$ cat config.mk
export PLATFORM = sky130hd
export DESIGN_NAME = gnr_attractor_ctrl
export DESIGN_NICKNAME = d
export VERILOG_FILES = /design/src/rtl/gnr_pkg.sv /design/src/rtl/gnr_period_meter.sv /design/src/rtl/gnr_attractor_ctrl.sv
export SDC_FILE = /design/constraint.sdc
export NUM_CORES = 1
export LEC_CHECK = 0
export CORE_ASPECT_RATIO = 1.75
export CORE_UTILIZATION = 45
export CTS_CLUSTER_SIZE = 25
export DETAILED_ROUTE_END_ITERATION = 10
export PLACE_DENSITY = 0.76
export SETUP_SLACK_MARGIN = 0.3
export SKIP_CTS_REPAIR_TIMING = 1
export SLEW_MARGIN = 25
export SYNTH_ARGS = -nofsm -noshare
export SYNTH_HDL_FRONTEND = slang
export SYNTH_HIERARCHICAL = 1
export SYNTH_SLANG_ARGS = --single-unit
$ cat constraint.sdc
create_clock -name clk -period 4.7 [get_ports clk]
set_clock_uncertainty 0.05 [all_clocks]
set_input_delay 0.94 -clock clk [delete_from_list [all_inputs] [get_ports clk]]
set_output_delay 0.94 -clock clk [all_outputs]
set_load 0.05 [all_outputs]
$ cat src/rtl/gnr_pkg.sv
// Shared types for the Boolean-network attractor controller.
// Optional GNR_PERIOD_EN adds a period-measurement state.
package gnr_pkg;

    localparam int CNT_W_DEF = 16;

    // Step counts are compared only when this bit is clear (even count)
    localparam int EVEN_BIT = 0;

    typedef enum logic [2:0] {
        S_IDLE,
        S_LOAD,
        S_STEP,
        S_CMP,
        S_PERIOD,
        S_DONE
    } state_t;

endpackage

$ cat src/rtl/gnr_period_meter.sv
// Pulse counter and s1 vs attractor compare for period measurement.
// Present only when GNR_PERIOD_EN is defined.
`ifdef GNR_PERIOD_EN
module gnr_period_meter
    import gnr_pkg::*;
#(
    parameter int N_NODES = 8,
    parameter int CNT_W   = CNT_W_DEF
) (
    input  logic               clk,
    input  logic               rst,
    input  logic               clear,
    input  logic               pulse,
    input  logic [N_NODES-1:0] s1_vec,
    input  logic [N_NODES-1:0] ref_vec,
    output logic [CNT_W-1:0]   count,
    output logic               equal
);

    always_ff @(posedge clk or negedge rst) begin
        if (!rst) begin
            count <= '0;
        end else if (clear) begin
            count <= '0;
        end else if (pulse && count != {CNT_W{1'b1}}) begin
            count <= count + 1'b1;
        end
    end

    assign equal = (s1_vec == ref_vec);

endmodule
`endif

$ cat src/rtl/gnr_attractor_ctrl.sv
// Floyd attractor search over an array of two-copy Boolean-network nodes.
// Define GNR_PERIOD_EN to also measure the attractor period after a meet.
module gnr_attractor_ctrl
    import gnr_pkg::*;
#(
    parameter int               N_NODES   = 8,
    parameter int               CNT_W     = CNT_W_DEF,
    parameter logic [CNT_W-1:0] MAX_STEPS = {CNT_W{1'b1}}
) (
    input  logic               clk,
    input  logic               rst,
    input  logic               start,
    input  logic [N_NODES-1:0] init_vec,
    output logic               busy,
    output logic               done,
    output logic               timeout,
    output logic [N_NODES-1:0] attr_vec,
    output logic [CNT_W-1:0]   step_cnt,
    output logic [CNT_W-1:0]   period,
    output logic               reset_nos,
    output logic [N_NODES-1:0] init_state,
    output logic               start_s0,
    output logic               start_s1,
    input  logic [N_NODES-1:0] s0_vec,
    input  logic [N_NODES-1:0] s1_vec
);

    state_t           state;
    logic [CNT_W-1:0] cnt;
    logic             even_ok;
    logic             meet;

    // Odd counts always compare equal, so only even counts >= 2 count
    assign even_ok = !cnt[EVEN_BIT] && (cnt != '0);
    assign meet    = even_ok && (s0_vec == s1_vec);

`ifdef GNR_PERIOD_EN
    logic             ph;
    logic             p_eq;
    logic [CNT_W-1:0] p_cnt;
    logic [CNT_W-1:0] period_q;

    gnr_period_meter #(
        .N_NODES(N_NODES),
        .CNT_W  (CNT_W)
    ) u_meter (
        .clk    (clk),
        .rst    (rst),
        .clear  (state == S_CMP),
        .pulse  (start_s1 && state == S_PERIOD),
        .s1_vec (s1_vec),
        .ref_vec(attr_vec),
        .count  (p_cnt),
        .equal  (p_eq)
    );

    assign period = period_q;
`else
    assign period = '0;
`endif

    always_ff @(posedge clk or negedge rst) begin
        if (!rst) begin
            state      <= S_IDLE;
            cnt        <= '0;
            busy       <= 1'b0;
            done       <= 1'b0;
            timeout    <= 1'b0;
            attr_vec   <= '0;
            step_cnt   <= '0;
            reset_nos  <= 1'b0;
            init_state <= '0;
            start_s0   <= 1'b0;
            start_s1   <= 1'b0;
`ifdef GNR_PERIOD_EN
            ph         <= 1'b0;
            period_q   <= '0;
`endif
        end else begin
            done      <= 1'b0;
            reset_nos <= 1'b0;
            start_s0  <= 1'b0;
            start_s1  <= 1'b0;
            case (state)
                S_IDLE: begin
                    if (start) begin
                        init_state <= init_vec;
                        cnt        <= '0;
                        timeout    <= 1'b0;
                        busy       <= 1'b1;
                        reset_nos  <= 1'b1;
                        state      <= S_LOAD;
                    end
                end
                S_LOAD: begin
                    start_s0 <= 1'b1;
                    start_s1 <= 1'b1;
                    state    <= S_STEP;
                end
                S_STEP: begin
                    if (cnt != MAX_STEPS) begin
                        cnt <= cnt + 1'b1;
                    end
                    state <= S_CMP;
                end
                S_CMP: begin
                    if (meet) begin
                        attr_vec <= s1_vec;
                        step_cnt <= cnt;
`ifdef GNR_PERIOD_EN
                        start_s1 <= 1'b1;
                        ph       <= 1'b0;
                        state    <= S_PERIOD;
`else
                        busy     <= 1'b0;
                        done     <= 1'b1;
                        state    <= S_DONE;
`endif
                    end else if (cnt == MAX_STEPS) begin
                        timeout  <= 1'b1;
                        step_cnt <= cnt;
                        attr_vec <= '0;
                        busy     <= 1'b0;
                        done     <= 1'b1;
                        state    <= S_DONE;
                    end else begin
                        start_s0 <= 1'b1;
                        start_s1 <= 1'b1;
                        state    <= S_STEP;
                    end
                end
`ifdef GNR_PERIOD_EN
                S_PERIOD: begin
                    if (!ph) begin
                        ph <= 1'b1;
                    end else if (p_eq) begin
                        period_q <= p_cnt;
                        busy     <= 1'b0;
                        done     <= 1'b1;
                        state    <= S_DONE;
                    end else if (p_cnt == MAX_STEPS) begin
                        timeout  <= 1'b1;
                        period_q <= '0;
                        busy     <= 1'b0;
                        done     <= 1'b1;
                        state    <= S_DONE;
                    end else begin
                        start_s1 <= 1'b1;
                        ph       <= 1'b0;
                    end
                end
`endif
                S_DONE: begin
                    state <= S_IDLE;
                end
                default: begin
                    state <= S_IDLE;
                end
            endcase
        end
    end

endmodule
==> qor.txt, run 1 <==
=================================================================================================================
Outcome ............................................................................................ finished clean
Ratio of cells with drive above 1 in the final layout ..............................................       16.51%
Type of the setup path with the least slack ........................................................       in2reg
Max_cap viols ......................................................................................            0
Final sum of negative setup slack ..................................................................         0 ns
Number of placed I/O pins ..........................................................................           81
Final Max Slew Viols ...............................................................................            0
Filler cell count in the final layout ..............................................................          541
Met3 demand-to-capacity share in global routing ....................................................       3.496%
Full die area ......................................................................................   6726 sq um
Element type at the critical path start ............................................................ primary input
LEAKAGE ............................................................................................     1.652 nW
Xor/xnor cell area share of the yosys netlist ......................................................       3.960%
Prevailing post-synth register cell ................................................................ sky130_fd_sc_hd__dfrtp_1
Sequential fraction of the synthesis area ..........................................................       48.74%
Worst stage delay on the critical path .............................................................      0.60 ns
Number of distinct library cell variants in the gate-level netlist after synthesis .................           48
Endpoint kind of the worst setup timing path .......................................................    flip-flop
Final ANT Viol Nets ................................................................................            0
Most Used Layer, Global Route ......................................................................         met2
Dominant cells by area after synthesis ............................................................. sky130_fd_sc_hd__dfrtp_1 (49%), sky130_fd_sc_hd__mux2_2 (7.8%), sky130_fd_sc_hd__mux2_4 (5.2%), sky130_fd_sc_hd__buf_4 (4.7%), sky130_fd_sc_hd__xor2_1 (3.7%)
Number of synthesized register bits ................................................................           56
Largest net degree at the start of global routing ..................................................           57
Setup repair after global routing missed its margin ................................................        false
Final routed wirelength across all metal layers ....................................................      5734 um
Area fraction in compound gates after synthesis ....................................................       7.833%
I/O Buffers ........................................................................................           64
Multiplexer fraction of the synthesized cell area ..................................................       14.10%
Async SR Flop Fraction .............................................................................       100.0%
Inserted Clock Buffers .............................................................................            5
Remaining routing DRC violations ...................................................................            0
Number of enable flip-flop cells after synthesis ...................................................            0
Arithmetic-cell share of the synthesized area counting full adders, half adders and majority gates .      0.8703%
Worst-path cell with the longest stage delay ....................................................... sky130_fd_sc_hd__a31oi_4
Layout Nets ........................................................................................          343
Power, Total .......................................................................................   0.001918 W
Synthesis warning total ............................................................................            6
Leading cell types by count after synthesis ........................................................ sky130_fd_sc_hd__dfrtp_1 (56), sky130_fd_sc_hd__nor2_1 (23), sky130_fd_sc_hd__mux2_2 (20), sky130_fd_sc_hd__buf_4 (18), sky130_fd_sc_hd__xor2_1 (12)
Number of global-route vias before repair ..........................................................         1994
Worst voltage drop across the vdd grid .............................................................     245.0 uV
H-Tree Level Count .................................................................................            2
Final setup violating endpoints ....................................................................            0
Highest clock rate .................................................................................    348.1 MHz
Combinational family with the most area after synthesis ............................................ simple AND/OR/NAND/NOR gates
DR WL/cell .........................................................................................     14.52 um
Area taken by flip-flops and latches ...............................................................   1401 sq um
Worst hold margin ..................................................................................    0.4630 ns
Cell chosen for the clock root ..................................................................... sky130_fd_sc_hd__clkbuf_8
Simple-Gate Fraction of Synth Area .................................................................       17.28%
Most instantiated library cell after synthesis ..................................................... sky130_fd_sc_hd__dfrtp_1
Critical path data required time ...................................................................      4.86 ns
Clock tree from TritonCTS ..........................................................................        built
Die outline height .................................................................................     107.7 um
Cell type contributing the most total cell area after synthesis .................................... sky130_fd_sc_hd__dfrtp_1
Cell area after synthesis ..........................................................................   2875 sq um
Synth-to-layout area growth ........................................................................       26.41%
Cell chain of the critical path .................................................................... clkdlybuf4s50_1 > or2b_1 > o2111a_1 > and3_2 > a31oi_4 > mux2_2
Number of antenna cells inserted ...................................................................            0
All-Layer GR Usage .................................................................................       17.91%
HPWL after detailed placement ......................................................................      4273 um
Insertion delay of the later-clocked pin in the worst-skew pair ....................................      0.32 ns
Post-layout util ...................................................................................       58.81%
Mean number of vias per cell .......................................................................        5.230
Detailed-routing iteration count for the pre-antenna-repair pass ...................................            5
Floorplan row count ................................................................................           38
Instance count of the mapped netlist ...............................................................          251
Routability-driven placement congestion ratio ......................................................       0.9120
Number of antenna violations at the first check in global routing ..................................            0
First-pass GRT wire length .........................................................................      9335 um
CTS Buffer Depth ...................................................................................            2
1st-iter DRT viols .................................................................................           91
Share of the clock period used by the worst path after layout ......................................       61.12%
Vias ...............................................................................................         2066
Total number of clock tree sinks ...................................................................           56
Post-synth top area share ..........................................................................       48.74%
Post-layout minimum cycle time .....................................................................     2.873 ns
CP Data Arrival Time ...............................................................................      3.03 ns
Synthesized area per cell ..........................................................................  11.46 sq um
Met2 Resource Use GR ...............................................................................       33.07%
Met1 layer usage reported by global route ..........................................................       19.07%
Overall die width ..................................................................................     62.43 um
Max-slew headroom at the worst pin .................................................................       51.48%
Power per Cell Area ................................................................................ 527.6 nW/um^2
Multi-input combinational cell area ................................................................   1326 sq um
Clock transition at path regs ......................................................................      0.09 ns
GRT Residual Overflow ..............................................................................            0
Pin slew with the least headroom to its limit ......................................................    0.7252 ns
Worst-path maximum fanout ..........................................................................           16
Final-report hold violation count ..................................................................            0
Hold crit path type ................................................................................      reg2reg
Placeable core region ..............................................................................   6181 sq um
Initial core utilization ...........................................................................       46.52%
=================================================================================================================
-- through the flow --
step / std cells / instance area [sq um] / setup slack, ns
global route: 395 / 3635 / 1.688
floorplan: 266 / 2932 / 2.264
global placement: 387 / 3508 / 1.530
finish: 395 / 3635 / 1.827
CTS: 395 / 3635 / 1.826
detailed placement: 387 / 3508 / 1.483
-- routing by layer --
layer  vias to the layer above  part of all wire [%]  wire, um
met4                         0                   2.2       129
li1                        992                     -         -
met2                        68                    55      3144
met5                         -                     0         0
met1                       996                    38      2203
met3                        10                   4.5       257
-- critical path: cells and delay by family --
kind                   cells  cell delay [ns]
AO/OA/AOI/OAI              2             0.74
AND/OR/NAND/NOR            2             0.47
multiplexers               1             0.41
buffers and inverters      1             0.46
-- cells in the final DEF, fill, tap and decap left out, types with 2 or more instances in the layout --
cell	instances
sky130_fd_sc_hd__a31oi_1	2
sky130_fd_sc_hd__and4_1	5
sky130_fd_sc_hd__nor3_1	6
sky130_fd_sc_hd__nand2b_1	2
sky130_fd_sc_hd__clkdlybuf4s50_1	63
sky130_fd_sc_hd__buf_4	2
sky130_fd_sc_hd__dfrtp_1	56
sky130_fd_sc_hd__nand2_1	9
sky130_fd_sc_hd__o21ai_0	4
sky130_fd_sc_hd__o2111a_1	2
sky130_fd_sc_hd__xor2_1	12
sky130_fd_sc_hd__conb_1	16
sky130_fd_sc_hd__nand4_1	8
sky130_fd_sc_hd__nor2_1	23
sky130_fd_sc_hd__and2b_1	2
sky130_fd_sc_hd__mux2_2	20
sky130_fd_sc_hd__a41oi_1	2
sky130_fd_sc_hd__nand3_1	6
sky130_fd_sc_hd__and3_1	4
sky130_fd_sc_hd__clkbuf_8	7
sky130_fd_sc_hd__mux2i_1	3
sky130_fd_sc_hd__a21oi_1	7
sky130_fd_sc_hd__nor4_4	2
sky130_fd_sc_hd__ha_1	2
sky130_fd_sc_hd__nor4b_1	2
sky130_fd_sc_hd__o21a_1	2
sky130_fd_sc_hd__nor4_1	3
sky130_fd_sc_hd__nor2b_1	4
sky130_fd_sc_hd__mux2_4	10
sky130_fd_sc_hd__inv_1	8
sky130_fd_sc_hd__a22o_1	2
sky130_fd_sc_hd__nand2_2	2
-- logic make-up (layout without fill, tap and decap cells) --
| family | Yosys count | in the layout |
|---|---|---|
| AO/OA/AOI/OAI | 29 | 29 |
| XOR/XNOR | 13 | 13 |
| adder cells (fa/ha/maj) | 2 | 2 |
| buffers and inverters | 33 | 82 |
| flip-flops | 56 | 56 |
| multiplexers | 33 | 33 |
| other | 1 | 16 |
| AND/OR/NAND/NOR | 84 | 84 |
-- layout make-up --
class                           count  share of cell area [%]
Sequential cell                    56                   38.55
Multi-Input combinational cell    177                   36.49
Timing Repair Buffer               66                   17.90
Tap cell                           80                   2.754
Clock buffer                        7                   2.651
Clock inverter                      1                  0.8262
Inverter                            8                  0.8262
-- power breakdown --
group          switching [W]  total [W]  internal, W
clock network       0.000153   0.000341     0.000188
registers           0.000136   0.000742     0.000606
logic               0.000518   0.000835     0.000317
-- state kept, by name, summed over array words and instances, names as in the netlist --
register and flops:
step_cnt 16, init_state 8, start_s1 1, timeout 1, state 3, attr_vec 8, cnt 16, reset_nos 1
busy 1, done 1
-- final timing paths --
check	slack, ns	endpoint	start	cells past startpoint
max	1.83	step_cnt[3]	s1_vec[2]	6
min	0.46	step_cnt[5]	step_cnt[5]	1
max reg2reg	2.07	attr_vec[6]	cnt[1]	6
min reg2reg	0.46	step_cnt[5]	step_cnt[5]	1
max in group asynchronous	3.45	cnt[8]	rst	2
min in group asynchronous	0.68	step_cnt[2]	rst	2
Power figures use the tool's default switching activity.
==> inputs of run 2 (changes only) <==
- clock period: 4.7 -> 2.8 ns (I/O delays scaled with it)
==> run 2 against run 1 <==
Net effect: setup slack got worse by 1.3 ns; count of clock-buffer cells in the layout did not move; total power up 63%; core utilization rose by 0.40 points.
==> qor.txt, run 2 (same netlist as run 1, synthesis figures left out) <==
================================================================================
Detailed-routing iteration count for the pre-antenna-repair pass ..            4   -1
CP Data Arrival Time ..............................................      2.45 ns   -0.58 ns
Inserted Clock Buffers ............................................            5   unchanged
1st-iter DRT viols ................................................           97   +6.6%
Cell chosen for the clock root .................................... sky130_fd_sc_hd__clkbuf_8
Pin slew with the least headroom to its limit .....................    0.6930 ns   -0.03222 ns
Final ANT Viol Nets ...............................................            0   unchanged
Initial core utilization ..........................................       46.52%   unchanged
Remaining routing DRC violations ..................................            0   unchanged
Final routed wirelength across all metal layers ...................      6053 um   +5.6%
Vias ..............................................................         2125   +2.9%
Overall die width .................................................     62.43 um   unchanged
Seq pwr share .....................................................        39.9%   +1.2 points
Max-slew headroom at the worst pin ................................       53.80%   +2.3 points
Post-layout minimum cycle time ....................................     2.291 ns
Power per Cell Area ............................................... 856.3 nW/um^2   +62%
Final Max Slew Viols ..............................................            0   unchanged
Number of antenna violations at the first check in global routing .            0   unchanged
Number of global-route vias before repair .........................         2153   +8.0%
Relative contribution of combinational cells to total power .......        45.3%   +1.8 points
Internal Power ....................................................   0.001766 W   +59%
Switching power total .............................................   0.001368 W   +70%
Placeable core region .............................................   6181 sq um   unchanged
Synth-to-layout area growth .......................................       27.28%
Ratio of cells with drive above 1 in the final layout .............       17.76%   +1.2 points
Routability-driven placement congestion ratio .....................       0.8989   -1.4%
Layout Nets .......................................................          349   +1.7%
I/O Buffers .......................................................           64   unchanged
Worst-path maximum fanout .........................................           16   unchanged
Type of the setup path with the least slack .......................      reg2reg
Most common cell after layout, fill and taps aside ................ sky130_fd_sc_hd__clkdlybuf4s50_1
Floorplan row count ...............................................           38   unchanged
Biggest registers after layout .................................... cnt x16, step_cnt x16
Worst voltage drop across the vdd grid ............................     415.9 uV   +70%
GRT Residual Overflow .............................................            0   unchanged
Final sum of negative setup slack .................................         0 ns   unchanged
Number of placed I/O pins .........................................           81   unchanged
H-Tree Level Count ................................................            2   unchanged
Clock transition at path regs .....................................      0.10 ns   about the same
Max_cap viols .....................................................            0   unchanged
Clock tree from TritonCTS .........................................        built
Die outline height ................................................     107.7 um   unchanged
Outcome ........................................................... finished clean
HPWL after detailed placement .....................................      4475 um   +4.7%
Share of the clock period used by the worst path after layout .....       81.84%
Setup repair after global routing missed its margin ...............        false
Mean number of vias per cell ......................................        5.299   +1.3%
Clock power share .................................................        14.8%   -3.0 points
Cell total after placement ........................................          393   +1.6%
Insertion delay of the later-clocked pin in the worst-skew pair ...      0.32 ns   about the same
All-Layer GR Usage ................................................       19.44%   +1.5 points
Full die area .....................................................   6726 sq um   unchanged
Hold crit path type ...............................................     in2async
Total number of clock tree sinks ..................................           56   unchanged
Most used cells in the layout excluding fill and tap cells ........ sky130_fd_sc_hd__clkdlybuf4s50_1 (63), sky130_fd_sc_hd__dfrtp_1 (56), sky130_fd_sc_hd__nor2_1 (23)
Final-report hold violation count .................................            0   unchanged
CTS Buffer Depth ..................................................            2   unchanged
Endpoint kind of the worst setup timing path ......................    flip-flop
Fraction of power spent switching nets ............................       43.66%   +1.6 points
Highest clock rate ................................................    436.4 MHz
Element type at the critical path start ...........................    flip-flop
Final Non-Filler Cells ............................................          401   +1.5%
Number of antenna cells inserted ..................................            0   unchanged
First-pass GRT wire length ........................................      9998 um   +7.1%
Largest net degree at the start of global routing .................           57   unchanged
LEAKAGE ...........................................................     1.665 nW   +0.80%
Critical path data required time ..................................      2.96 ns   -1.90 ns
DR WL/cell ........................................................     15.09 um   +4.0%
Final setup violating endpoints ...................................            0   unchanged
================================================================================
## run 2: cell type report
type / instances / area (sq um)
clock inverters: 1 / 7.507
inverters: 8 / 30.03
well taps: 80 / 100.1
multi-input cells: 177 / 1326
clock buffers: 7 / 86.33
flip-flops and latches: 56 / 1401
fillers: 565 / 2521
repair buffers: 72 / 708.2
## run 2: routing by layer
layer	track usage, %	vias up	share of wire, %	wire length (um)
met2	35.56	79	56	3361
met4	12.62	0	3.1	190
met5	0	-	0	0
li1	-	997	-	-
met3	4.555	16	4.1	247
met1	19.26	1033	37	2253
## run 2: per-stage QoR
| step | utilization (%) | setup slack (ns) | total power [W] | hold WS, ns | instance area (sq um) |
|---|---|---|---|---|---|
| after floorplan | - | 0.7432 | 0.002252 | 0.2144 | 2932 |
| after global placement | 57.69 | 0.2570 | 0.002658 | 0.4412 | 3566 |
| after detailed placement | 57.69 | 0.1741 | 0.002683 | 0.4438 | 3566 |
| after CTS | 59.21 | 0.4971 | 0.003159 | 0.3426 | 3660 |
| after global routing | 59.21 | 0.3880 | 0.003312 | 0.3705 | 3660 |
| final | 59.21 | 0.5086 | 0.003134 | 0.3095 | 3660 |
## run 2: path summary, 6_finish.rpt
| kind | end | slack [ns] | cells after the start | from |
|---|---|---|---|---|
| setup / recovery | step_cnt[10] | 0.51 | 8 | cnt[0] |
| hold reg to reg | init_state[6] | 0.46 | 1 | init_state[6] |
| hold / removal | step_cnt[3] | 0.31 | 2 | rst |
| min in group clk | init_state[6] | 0.46 | 1 | init_state[6] |
| setup reg to reg | step_cnt[10] | 0.51 | 8 | cnt[0] |
| max in group asynchronous | init_state[7] | 1.93 | 2 | rst |
## run 2: power by group through the flow
stage,Combinational (W),Clock (W),Sequential [W]
2_1_floorplan,0.000675,0,0.00158
3_3_place_gp,0.00140,0,0.00125
3_5_place_dp,0.00142,0,0.00127
4_1_cts,0.00143,0.000481,0.00125
5_1_grt,0.00152,0.000508,0.00129
6_report,0.00142,0.000464,0.00125
## run 2: worst max-delay path, cell delays in order, from the launching register on
cell and delay, ns:
sky130_fd_sc_hd__dfrtp_1 0.44, sky130_fd_sc_hd__inv_1 0.12, sky130_fd_sc_hd__ha_1 0.23, sky130_fd_sc_hd__nor4b_1 0.15, sky130_fd_sc_hd__and4_1 0.23, sky130_fd_sc_hd__nor4_4 0.32, sky130_fd_sc_hd__a31oi_4 0.15, sky130_fd_sc_hd__buf_12 0.19
sky130_fd_sc_hd__mux2_4 0.30
==> inputs of run 3 (changes only) <==
- CORE_UTILIZATION: 45 -> 43
- clock period: 2.8 -> 2.1 ns (I/O delays scaled with it)
==> run 3 against run 2 <==
Net effect: the run now ends with setup timing left; cell count grew 9.5%; setup slack lost 0.67 ns; via count grew 13%; worst hold slack lost 0.24 ns; flip-flop and latch count is the same; core utilization grew 8.5 points; die area grew 4.5%; routed wire length grew 24%; sequential share of layout area shrank 6.4 points; critical path type unchanged; largest power group unchanged.
==> qor.txt, run 3 (same netlist as run 1, synthesis figures left out) <==
================================================================================
Outcome ........................................................... finished with violations
Violated checks ................................................... setup timing
Vias ..............................................................         2396   +13%
All-Layer GR Usage ................................................       19.83%   +0.39 points
Hold crit path type ...............................................     in2async
CP Data Arrival Time ..............................................      2.39 ns   -0.06 ns
Number of global-route vias before repair .........................         2324   +7.9%
1st-iter DRT viols ................................................           80   -18%
Type of the setup path with the least slack .......................      reg2reg
Layout Nets .......................................................          386   +11%
Filler cell count in the final layout .............................          447   -21%
Clock tree from TritonCTS .........................................        built
Inserted Clock Buffers ............................................            5   unchanged
Worst stage delay on the critical path ............................      0.42 ns   -0.02 ns
Power, Total ......................................................   0.005002 W   +60%
Post-layout util ..................................................       67.71%   +8.5 points
Final routed wirelength across all metal layers ...................      7492 um   +24%
Number of placed I/O pins .........................................           81   unchanged
Power per Cell Area ............................................... 1138 nW/um^2   +33%
DR WL/cell ........................................................     17.07 um   +13%
CTS Buffer Depth ..................................................            2   unchanged
Synth-to-layout area growth .......................................       52.83%
Max_cap viols .....................................................            0   unchanged
Routability-driven placement congestion ratio .....................       0.9416   +4.8%
Placeable core region .............................................   6490 sq um   +5.0%
H-Tree Level Count ................................................            2   unchanged
Highest clock rate ................................................    442.8 MHz   +1.5%
Insertion delay of the later-clocked pin in the worst-skew pair ...      0.29 ns   -0.03 ns
Cell chain of the critical path ................................... nor4_1 > and4_4 > nor4_4 > buf_4 > a31oi_4 > clkbuf_16 > mux2_4
Total number of clock tree sinks ..................................           56   unchanged
Critical path data required time ..................................      2.23 ns   -0.73 ns
Worst-path maximum fanout .........................................            8   -8
Largest net degree at the start of global routing .................           57   unchanged
Worst voltage drop across the vdd grid ............................     744.9 uV   +79%
Worst hold margin .................................................   0.06789 ns   -0.2416 ns
Full die area .....................................................   7031 sq um   +4.5%
Die outline height ................................................     110.2 um   +2.3%
Post-layout minimum cycle time ....................................     2.258 ns   -0.03306 ns
Number of antenna cells inserted ..................................            0   unchanged
Endpoint kind of the worst setup timing path ......................    flip-flop
I/O Buffers .......................................................           64   unchanged
HPWL after detailed placement .....................................      4833 um   +8.0%
First-pass GRT wire length ........................................     10670 um   +6.7%
Final setup violating endpoints ...................................           24   +24
Multi-input combinational cell area ...............................   1531 sq um   +15%
Setup repair after global routing missed its margin ...............         true
Top Family by Delay on Critical Path .............................. simple AND/OR/NAND/NOR gates
Share of the clock period used by the worst path after layout .....       107.5%   +26 points
Cell chosen for the clock root .................................... sky130_fd_sc_hd__clkbuf_16
Clock transition at path regs .....................................      0.07 ns   -0.03 ns
Most used cells in the layout excluding fill and tap cells ........ sky130_fd_sc_hd__dfrtp_1 (56), sky130_fd_sc_hd__dlymetal6s2s_1 (44), sky130_fd_sc_hd__buf_4 (35)
Area taken by flip-flops and latches ..............................   1401 sq um   unchanged
Detailed-routing iteration count for the pre-antenna-repair pass ..            4   unchanged
LEAKAGE ...........................................................     2.613 nW   +57%
Initial core utilization ..........................................       44.30%   -2.2 points
Final Max Slew Viols ..............................................            0   unchanged
Ratio of cells with drive above 1 in the final layout .............       33.61%   +16 points
Max-slew headroom at the worst pin ................................       64.86%   +11 points
Remaining routing DRC violations ..................................            0   unchanged
Least setup slack across all paths after layout ...................   -0.1583 ns   -0.6669 ns
Worst slack after detailed placement ..............................   -0.3359 ns   -0.5100 ns
Mean number of vias per cell ......................................        5.458   +3.0%
Element type at the critical path start ...........................    flip-flop
Number of antenna violations at the first check in global routing .            0   unchanged
Most common cell after layout, fill and taps aside ................ sky130_fd_sc_hd__dfrtp_1
Worst-path cell with the longest stage delay ...................... sky130_fd_sc_hd__dfrtp_1
GRT Residual Overflow .............................................            0   unchanged
Final-report hold violation count .................................            0   unchanged
CP bufs+invs ......................................................            2   unchanged
Biggest registers after layout .................................... cnt x16, step_cnt x16
Floorplan row count ...............................................           39   +2.6%
Overall die width .................................................     63.82 um   +2.2%
Final ANT Viol Nets ...............................................            0   unchanged
Pin slew with the least headroom to its limit .....................    0.5263 ns   -0.1667 ns
================================================================================
==> run 3: changes by cell type in the layout (fill, tap and decap cells not counted), moves of 4 or more <==
cell,delta
sky130_fd_sc_hd__buf_6,+6
sky130_fd_sc_hd__clkbuf_16,+6
sky130_fd_sc_hd__mux2_2,-12
sky130_fd_sc_hd__clkbuf_8,-4
sky130_fd_sc_hd__clkdlybuf4s50_1,-46
sky130_fd_sc_hd__dlymetal6s2s_1,+44
sky130_fd_sc_hd__buf_4,+28
sky130_fd_sc_hd__mux2_4,+12
==> run 3: final cells by class <==
type                            instances  share of cell area, %
Multi-Input combinational cell        177                  34.85
Sequential cell                        56                  31.89
Timing Repair Buffer                  109                  26.77
Clock buffer                            7                  3.474
Tap cell                               82                  2.335
Inverter                                8                 0.6834
==> run 3: path summary, 6_finish.rpt <==
| check | cells past startpoint | to | from | slack (ns) |
|---|---|---|---|---|
| min in group clk | 3 | attr_vec[2] | s1_vec[2] | 0.38 |
| worst max register to register | 7 | step_cnt[14] | cnt[3] | -0.16 |
| max in group asynchronous | 2 | init_state[0] | rst | 1.69 |
| worst min-delay path | 2 | cnt[5] | rst | 0.07 |
| worst min register to register | 1 | step_cnt[7] | step_cnt[7] | 0.45 |
| worst max-delay path | 7 | step_cnt[14] | cnt[3] | -0.16 |
==> run 3: stage by stage <==
stage               setup TNS [ns]  cell area (sq um)  instances
floorplan                        0               2934        266
global placement            -4.707               3786        421
detailed placement          -6.824               3786        421
CTS                         -3.345               3939        428
global route                -3.114               4394        439
finish                      -2.752               4394        439
==> run 3: where the power goes <==
part | internal [W] | switching, W
clock | 0.000501 | 0.000360
combinational | 0.00104 | 0.00155
sequential | 0.00136 | 0.000189
total | 0.00290 | 0.00210
==> run 3: metal layers <==
layer	GRT usage (%)	part of all wire, %	wire length [um]
met5	0	0	0
met4	10.39	3.6	267
met3	3.395	4.4	327
met2	37.84	57	4249
met1	20.24	35	2648
